$ cat src/rtl/write_fifo2region_if.sv
// Bus bundle for write_fifo2region: properties read port, source FIFO read port, region write port.
// Handshake rules: props_re is a one-cycle request answered later by exactly one props_rvalid pulse
// carrying props_rdata; src_re pops one line and src_rvalid/src_rdata return it on the next cycle;
// region_we is an unconditional strobe, and region_almostfull only throttles future src_re.
interface write_fifo2region_if #(
  parameter int WIDTH      = 512,
  parameter int ADDR_WIDTH = 14
);
  logic                  props_re;
  logic [ADDR_WIDTH-1:0] props_raddr;
  logic [1:0]            props_rfifobram;
  logic                  props_rvalid;
  logic [WIDTH-1:0]      props_rdata;
  logic                  src_empty;
  logic                  src_re;
  logic                  src_rvalid;
  logic [WIDTH-1:0]      src_rdata;
  logic                  region_almostfull;
  logic                  region_we;
  logic [ADDR_WIDTH-1:0] region_waddr;
  logic [WIDTH-1:0]      region_wdata;
  logic [1:0]            region_wfifobram;

  modport master (
    output props_re, props_raddr, props_rfifobram, src_re,
           region_we, region_waddr, region_wdata, region_wfifobram,
    input  props_rvalid, props_rdata, src_empty, src_rvalid, src_rdata, region_almostfull
  );

  modport slave (
    input  props_re, props_raddr, props_rfifobram, src_re,
           region_we, region_waddr, region_wdata, region_wfifobram,
    output props_rvalid, props_rdata, src_empty, src_rvalid, src_rdata, region_almostfull
  );
endinterface

$ cat src/rtl/write_fifo2region.sv
// Drains source FIFO lines into a region for a number of iterations; per-iteration base/length
// come either from the config word or from 32-bit slots of a buffered properties line.
module write_fifo2region #(
  parameter int WIDTH      = 512,
  parameter int ADDR_WIDTH = 14
) (
  input  logic                clk,
  input  logic                reset_n,
  input  logic                op_start,
  output logic                op_done,
  input  logic [31:0]         configreg,
  input  logic [15:0]         iterations,
  write_fifo2region_if.master bus,
  output logic [2:0]          dbg_state
);
  typedef enum logic [2:0] {
    IDLE          = 3'd0,
    FETCH_PROPS   = 3'd1,
    RECEIVE_PROPS = 3'd2,
    MAIN          = 3'd3,
    DRAIN         = 3'd4
  } state_t;

  state_t state, state_nxt;

  logic [31:0]           cfg;
  logic [15:0]           iters, iter, req, wr;
  logic [ADDR_WIDTH-1:0] cur_offset;
  logic [WIDTH-1:0]      props_line;
  logic                  we_q, done_q;
  logic [ADDR_WIDTH-1:0] waddr_q;
  logic [WIDTH-1:0]      wdata_q;

  logic                  use_props, keep_count;
  logic [13:0]           cfg_len;
  logic [15:0]           iter_nxt, len;
  logic [ADDR_WIDTH-1:0] idx, base;
  logic [3:0]            idx_nxt_lo;
  logic [8:0]            slot_lsb;
  logic [13:0]           slot_base, slot_len;
  logic                  rd_fire, capture, iter_end, last_iter;

  assign use_props  = cfg[14];
  assign keep_count = cfg[15];
  assign cfg_len    = cfg[29:16];
  assign iter_nxt   = iter + 16'd1;
  assign last_iter  = (iter_nxt == iters);

  // Property entry index for the current and the following iteration.
  assign idx        = ADDR_WIDTH'(cfg[13:0]) + ADDR_WIDTH'(iter);
  assign idx_nxt_lo = cfg[3:0] + iter_nxt[3:0];

  assign slot_lsb  = {idx[3:0], 5'd0};
  assign slot_base = props_line[slot_lsb +: 14];
  assign slot_len  = props_line[slot_lsb + 9'd16 +: 14];

  assign base = use_props ? ADDR_WIDTH'(slot_base) : cur_offset;
  assign len  = use_props ? {2'b00, slot_len} : {2'b00, cfg_len};

  assign rd_fire  = (state == MAIN) && (req < len) && !bus.src_empty && !bus.region_almostfull;
  assign capture  = bus.src_rvalid && ((state == MAIN) || (state == DRAIN));
  assign iter_end = (state == DRAIN) && (wr == len);

  always_ff @(posedge clk or negedge reset_n) begin
    if (!reset_n) state <= IDLE;
    else          state <= state_nxt;
  end

  always_comb begin
    state_nxt = state;
    case (state)
      IDLE: begin
        if (op_start && (iterations != 16'd0))
          state_nxt = configreg[14] ? FETCH_PROPS : MAIN;
      end
      FETCH_PROPS:   state_nxt = RECEIVE_PROPS;
      RECEIVE_PROPS: if (bus.props_rvalid) state_nxt = MAIN;
      MAIN:          if (req == len) state_nxt = DRAIN;
      DRAIN: begin
        if (wr == len) begin
          if (last_iter)                              state_nxt = IDLE;
          else if (use_props && (idx_nxt_lo == 4'd0)) state_nxt = FETCH_PROPS;
          else                                        state_nxt = MAIN;
        end
      end
      default: state_nxt = IDLE;
    endcase
  end

  always_ff @(posedge clk or negedge reset_n) begin
    if (!reset_n) begin
      cfg        <= '0;
      iters      <= '0;
      iter       <= '0;
      req        <= '0;
      wr         <= '0;
      cur_offset <= '0;
      props_line <= '0;
      we_q       <= 1'b0;
      waddr_q    <= '0;
      wdata_q    <= '0;
      done_q     <= 1'b0;
    end else begin
      done_q <= 1'b0;
      we_q   <= capture;
      if ((state == IDLE) && op_start) begin
        cfg        <= configreg;
        iters      <= iterations;
        iter       <= '0;
        req        <= '0;
        wr         <= '0;
        cur_offset <= ADDR_WIDTH'(configreg[13:0]);
        done_q     <= (iterations == 16'd0);
      end
      if ((state == RECEIVE_PROPS) && bus.props_rvalid) props_line <= bus.props_rdata;
      if (rd_fire) req <= req + 16'd1;
      // The write address is fixed at capture time, so a write landing after the iteration ends still uses its own base.
      if (capture) begin
        wr      <= wr + 16'd1;
        waddr_q <= base + ADDR_WIDTH'(wr);
        wdata_q <= bus.src_rdata;
      end
      if (iter_end) begin
        iter <= iter_nxt;
        req  <= '0;
        wr   <= '0;
        if (!use_props && keep_count) cur_offset <= cur_offset + ADDR_WIDTH'(cfg_len);
        if (last_iter) done_q <= 1'b1;
      end
    end
  end

  assign bus.props_re         = (state == FETCH_PROPS);
  assign bus.props_raddr      = (state == FETCH_PROPS) ? (idx >> 4) : '0;
  assign bus.props_rfifobram  = (state == FETCH_PROPS) ? 2'b01 : 2'b00;
  assign bus.src_re           = rd_fire;
  assign bus.region_we        = we_q;
  assign bus.region_waddr     = waddr_q;
  assign bus.region_wdata     = wdata_q;
  assign bus.region_wfifobram = {cfg[31], cfg[30]};
  assign op_done              = done_q;
  assign dbg_state            = state;
endmodule
$ cat src/flat_wrapper.sv
// flat-port wrapper written by rule: the top's interface ports become plain ports
module write_fifo2region_flat 
#(
  parameter int WIDTH      = 512,
  parameter int ADDR_WIDTH = 14
)
  (clk, reset_n, op_start, op_done, configreg, iterations, dbg_state, bus_props_re, bus_props_raddr, bus_props_rfifobram, bus_src_re, bus_region_we, bus_region_waddr, bus_region_wdata, bus_region_wfifobram, bus_props_rvalid, bus_props_rdata, bus_src_empty, bus_src_rvalid, bus_src_rdata, bus_region_almostfull);
  write_fifo2region_if #(.WIDTH(WIDTH), .ADDR_WIDTH(ADDR_WIDTH)) bus_i ();
  input  logic clk;
  input  logic reset_n;
  input  logic op_start;
  output logic op_done;
  input  logic [31:0] configreg;
  input  logic [15:0] iterations;
  output logic [2:0] dbg_state;
  output wire logic [$bits(bus_i.props_re)-1:0] bus_props_re;
  output wire logic [$bits(bus_i.props_raddr)-1:0] bus_props_raddr;
  output wire logic [$bits(bus_i.props_rfifobram)-1:0] bus_props_rfifobram;
  output wire logic [$bits(bus_i.src_re)-1:0] bus_src_re;
  output wire logic [$bits(bus_i.region_we)-1:0] bus_region_we;
  output wire logic [$bits(bus_i.region_waddr)-1:0] bus_region_waddr;
  output wire logic [$bits(bus_i.region_wdata)-1:0] bus_region_wdata;
  output wire logic [$bits(bus_i.region_wfifobram)-1:0] bus_region_wfifobram;
  input wire logic [$bits(bus_i.props_rvalid)-1:0] bus_props_rvalid;
  input wire logic [$bits(bus_i.props_rdata)-1:0] bus_props_rdata;
  input wire logic [$bits(bus_i.src_empty)-1:0] bus_src_empty;
  input wire logic [$bits(bus_i.src_rvalid)-1:0] bus_src_rvalid;
  input wire logic [$bits(bus_i.src_rdata)-1:0] bus_src_rdata;
  input wire logic [$bits(bus_i.region_almostfull)-1:0] bus_region_almostfull;
  assign bus_props_re = bus_i.props_re;
  assign bus_props_raddr = bus_i.props_raddr;
  assign bus_props_rfifobram = bus_i.props_rfifobram;
  assign bus_src_re = bus_i.src_re;
  assign bus_region_we = bus_i.region_we;
  assign bus_region_waddr = bus_i.region_waddr;
  assign bus_region_wdata = bus_i.region_wdata;
  assign bus_region_wfifobram = bus_i.region_wfifobram;
  assign bus_i.props_rvalid = bus_props_rvalid;
  assign bus_i.props_rdata = bus_props_rdata;
  assign bus_i.src_empty = bus_src_empty;
  assign bus_i.src_rvalid = bus_src_rvalid;
  assign bus_i.src_rdata = bus_src_rdata;
  assign bus_i.region_almostfull = bus_region_almostfull;
  write_fifo2region #(.WIDTH(WIDTH), .ADDR_WIDTH(ADDR_WIDTH)) u_core (.clk(clk), .reset_n(reset_n), .op_start(op_start), .op_done(op_done), .configreg(configreg), .iterations(iterations), .bus(bus_i), .dbg_state(dbg_state));
endmodule
$ cat config.mk
export PLATFORM = sky130hd
export DESIGN_NAME = write_fifo2region_flat
export DESIGN_NICKNAME = d
export VERILOG_FILES = /design/src/rtl/write_fifo2region_if.sv /design/src/rtl/write_fifo2region.sv /design/src/flat_wrapper.sv
export SDC_FILE = /design/constraint.sdc
export NUM_CORES = 2
export LEC_CHECK = 0
export CORE_AREA = 5 5 625 627
export DETAILED_ROUTE_END_ITERATION = 6
export DIE_AREA = 0 0 630 632
export GPL_TIMING_DRIVEN = 0
export PLACE_DENSITY = 0.4
export RECOVER_POWER = 100
export SYNTH_ARGS = -nofsm -noshare
export SYNTH_HDL_FRONTEND = slang
export SYNTH_SLANG_ARGS = --single-unit
$ cat constraint.sdc
create_clock -name clk -period 8.59 [get_ports clk]
set_input_delay 1.718 -clock clk [delete_from_list [all_inputs] [get_ports clk]]
set_output_delay 1.718 -clock clk [all_outputs]
set_load 0.1 [all_outputs]
==> metrics.txt <==
cell area after synthesis=around 48000 um2; number of pins with negative max-slew slack in the final report=~610; H-tree depth=4; core region area=384000 um2; via count=41300; share of final-layout standard cells stronger than drive strength 1=~14%; met2 track utilization from global routing=31.0%; Fin Setup TNS=0 ns; share of total power in sequential cells=between 20% and 30%; Worst Tran Pin Value=between 3 and 4 ns; fraction of power spent switching nets=between 50% and 60%; Synth Instances=between 4000 and 5000; TritonCTS clock tree=yes; Port Buf Inserts=between 1500 and 2000; number of global-route vias before repair=43000; area growth from synthesis to layout=57.9%; Detailed Place HPWL=between 200000 and 300000 um; Gate power share=59.4%; critical-path cell list=ha_1 -> fa_2 -> xnor2_2 -> clkdlybuf4s15_1 -> clkbuf_2 -> nand2_1 -> and3_1 -> a21oi_1 -> mux2i_1 -> ha_1 -> o21a_1 -> o21a_1 -> o21a_1 -> o21a_1 -> o21ai_0 -> a21oi_1 -> nor4_4 -> clkbuf_2 -> buf_4; number of top-level pins=~1600; CP max stage cell=sky130_fd_sc_hd__clkdlybuf4s15_1; power share of the clock group=17.6%; post-synthesis register bit count=between 1000 and 1500; combinational family with the most area after synthesis=multiplexers; YS warnings=0; post-synthesis share of cell area spent on and, or, nand and nor gates=16.5%; synth unique cells=64; average wire per cell in the routed design=roughly 30 um; Setup-failing EPs final=0; internal power consumption=roughly 0.018 W; overall die width=between 600 and 700 um; Crit path largest cell delay=about 0.68 ns; sort of element at the end of the critical path=primary output; Critical Path Start Type=flop; standard-cell rows=roughly 230; weighted congestion reported at the end of routability-driven placement=approximately 0.96; leakage component of the power=approximately 33 nW; Pwr Total=0.0401 W; worst-path fanout max=10; routed wire length=between 300000 and 400000 um; power density over cell area=about 530 nW/um2; die height=between 600 and 700 um; Synth area leaders=sky130_fd_sc_hd__dfrtp_1, sky130_fd_sc_hd__nand2_1, sky130_fd_sc_hd__mux2_2, sky130_fd_sc_hd__mux4_2, sky130_fd_sc_hd__clkbuf_1; slack of the worst reg-to-reg path=between 0.6 and 0.7 ns; Nets=between 7000 and 8000; buffer levels on the longest clock path=4; crit path DAT=roughly 6.5 ns; share of cell area taken by muxes after synthesis=between 10% and 20%; fin util=approximately 20%; switching power total=roughly 0.022 W; Yosys top cell by area=sky130_fd_sc_hd__dfrtp_1; cell occurring most often along the worst timing path=sky130_fd_sc_hd__o21a_1; global-route usage over all layers=roughly 16%; clock root buffer master=sky130_fd_sc_hd__clkbuf_16; grt peak-use layer=met2; clock slew at reported path FFs=approximately 0.060 ns; source-to-sink clock delay at the later pin of the worst-skew pair=~0.86 ns; Sinks on Clock Net=1089; total count of hold-check failures in the final report=0; max-capacitance violation count=30; class of the worst hold path=flop to flop; met1 Use GR=between 15 and 20%; share of the synthesized area in the top cell type=56.9%; filler instances=around 42000; grt ovf=0; largest net degree at the start of global routing=~160; first-iteration detailed-routing DRC count=roughly 2400; Critical Setup Path Class=flop to primary output; maximum achievable frequency=~120 MHz; failing checks=max-capacitance violations, max-slew violations; number of nets with antenna violations after routing=0; remaining routing DRC violations=0; post-detailed-route via-to-cell ratio=between 3 and 4; share of the yosys chip area belonging to registers=between 50% and 60%; first-pass GRT wire length=438000 um; floorplan die area=398000 um2; effective utilization at floorplan=between 10 and 15%; Worst IR Drop VDD=around 0.27 mV; grt met3 use=4.67%; Slew Limit Headroom=-148%; RSZ-0062 raised after global routing=no; Final Cycle Share=a little over nine tenths; Synth Area in Compound Gates=under 10%; commonest register cell after synthesis=sky130_fd_sc_hd__dfrtp_1; data required time of the worst path=between 6 and 7 ns; run status=finished, violations left; shortest period the worst path allows=between 8 and 9 ns; Post-Synth Adder-Cell Area=under 10%; dominant cell by count in the synthesized netlist=sky130_fd_sc_hd__nand2_1; xor and xnor area share after synthesis=about 1.8%; initial antenna violation count=~220; number of CTS-inserted buffers=~160; cell types with the highest counts after synthesis=sky130_fd_sc_hd__nand2_1, sky130_fd_sc_hd__dfrtp_1, sky130_fd_sc_hd__mux2_2, sky130_fd_sc_hd__clkbuf_1, sky130_fd_sc_hd__mux4_2; post-route clock skew=around 0.063 ns; Avg Synthesized Cell Area=approximately 11 um2; Post-synth EDFFs=0; asr flop ratio synth=100%; router iterations before antenna repair=7
## state kept, by name (all words and copies together) (netlist names), 3 cells and up
register and cells:
u_core.iters 16, u_core.req 16, u_core.bus.region_wdata 512, u_core.dbg_state 3
u_core.cfg 32, u_core.wr 16, u_core.iter 16, u_core.props_line 448
u_core.bus.region_waddr 14, u_core.cur_offset 14
## layout by cell type (no fill, tap or decap), drive strengths merged, types with 24 or more instances in the layout
master	instances
a21oi	58
and3	36
buf	45
bufinv	24
clkbuf	451
clkdlybuf4s50	1010
clkinv	29
dfrtp	1089
diode	79
dlygate4sd3	526
ha	59
inv	34
mux2	463
mux2i	53
mux4	128
nand2	1779
nand3	35
nor2	75
o21ai	56
xnor2	50
xor2	46
## worst paths after layout
| check | start | endpoint | depth (start not counted) |
|---|---|---|---|
| worst max-delay path | u_core.iter[0] | bus_src_re | 19 |
| worst min-delay path | u_core.bus.region_wdata[245] | u_core.bus.region_wdata[245] | 2 |
| worst max register to register | u_core.iter[0] | u_core.bus.region_waddr[12] | 21 |
| worst min register to register | u_core.bus.region_wdata[245] | u_core.bus.region_wdata[245] | 2 |
| max in group asynchronous | reset_n | u_core.bus.region_wdata[484] | 4 |
| min in group asynchronous | reset_n | u_core.props_line[373] | 1 |
## final cells by class
type                    count  area (um2)  area share [%]
diodes                     79         198           0.262
clock inverters            68        1070            1.42
repair buffers           1576       15700            20.8
plain buffers             250        1050            1.39
multi-input cells        3025       19600            25.9
flip-flops and latches   1089       27300            36.1
clock buffers             207        4300            5.69
inverters                  29         109           0.144
well taps                5060        6330            8.38
## cell families after synthesis
family                   Yosys count
adder cells (fa/ha/maj)           63
AND/OR/NAND/NOR                 2012
XOR/XNOR                          96
flip-flops                      1089
multiplexers                     644
AO/OA/AOI/OAI                    205
other                              1
buffers and inverters            280
## repair_timing
action	in CTS	in global routing
hold buffers	0	0
buffers inserted	1	2
gates resized for setup	31	9
pin swaps	1	1
endpoints found under the setup margin	10	2
## worst max-delay path, delay by kind of cell, from the launching register on
| family | cells | cell delay, ns |
|---|---|---|
| xor+xnor | 1 | 0.27 |
| mux | 1 | 0.17 |
| simple gates | 3 | 0.45 |
| buf+inv | 4 | 1.82 |
| flops | 1 | 0.50 |
| compound gates | 7 | 1.24 |
| fa+ha+maj | 3 | 1.15 |
## power groups by stage
| stage | registers [W] | logic (W) | clock network, W |
|---|---|---|---|
| finish | 0.00924 | 0.0238 | 0.00704 |
| global route | 0.00952 | 0.0251 | 0.00748 |
| CTS | 0.00931 | 0.0249 | 0.00731 |
| global placement | 0.00943 | 0.0247 | 0 |
| floorplan | 0.0170 | 0.00728 | 0 |
| detailed placement | 0.00938 | 0.0247 | 0 |
## routing by layer
metal	share of wire (%)	wire length, um
met5	0.14	481
met3	6.8	23200
met4	3.4	11500
met1	36	124000
met2	53	181000
## metrics by stage
stage	hold slack, ns	area [um2]	cells	setup slack, ns
after detailed placement	0.461	70100	11000	-1.86
after global routing	0.477	75500	11400	0.00365
final	0.466	75600	11400	0.397
after CTS	0.475	75500	11300	0.0331
after floorplan	0.438	47900	4394	1.29
after global placement	0.459	69800	11000	-50.57
No activity file was read; power rests on OpenSTA's default activity.
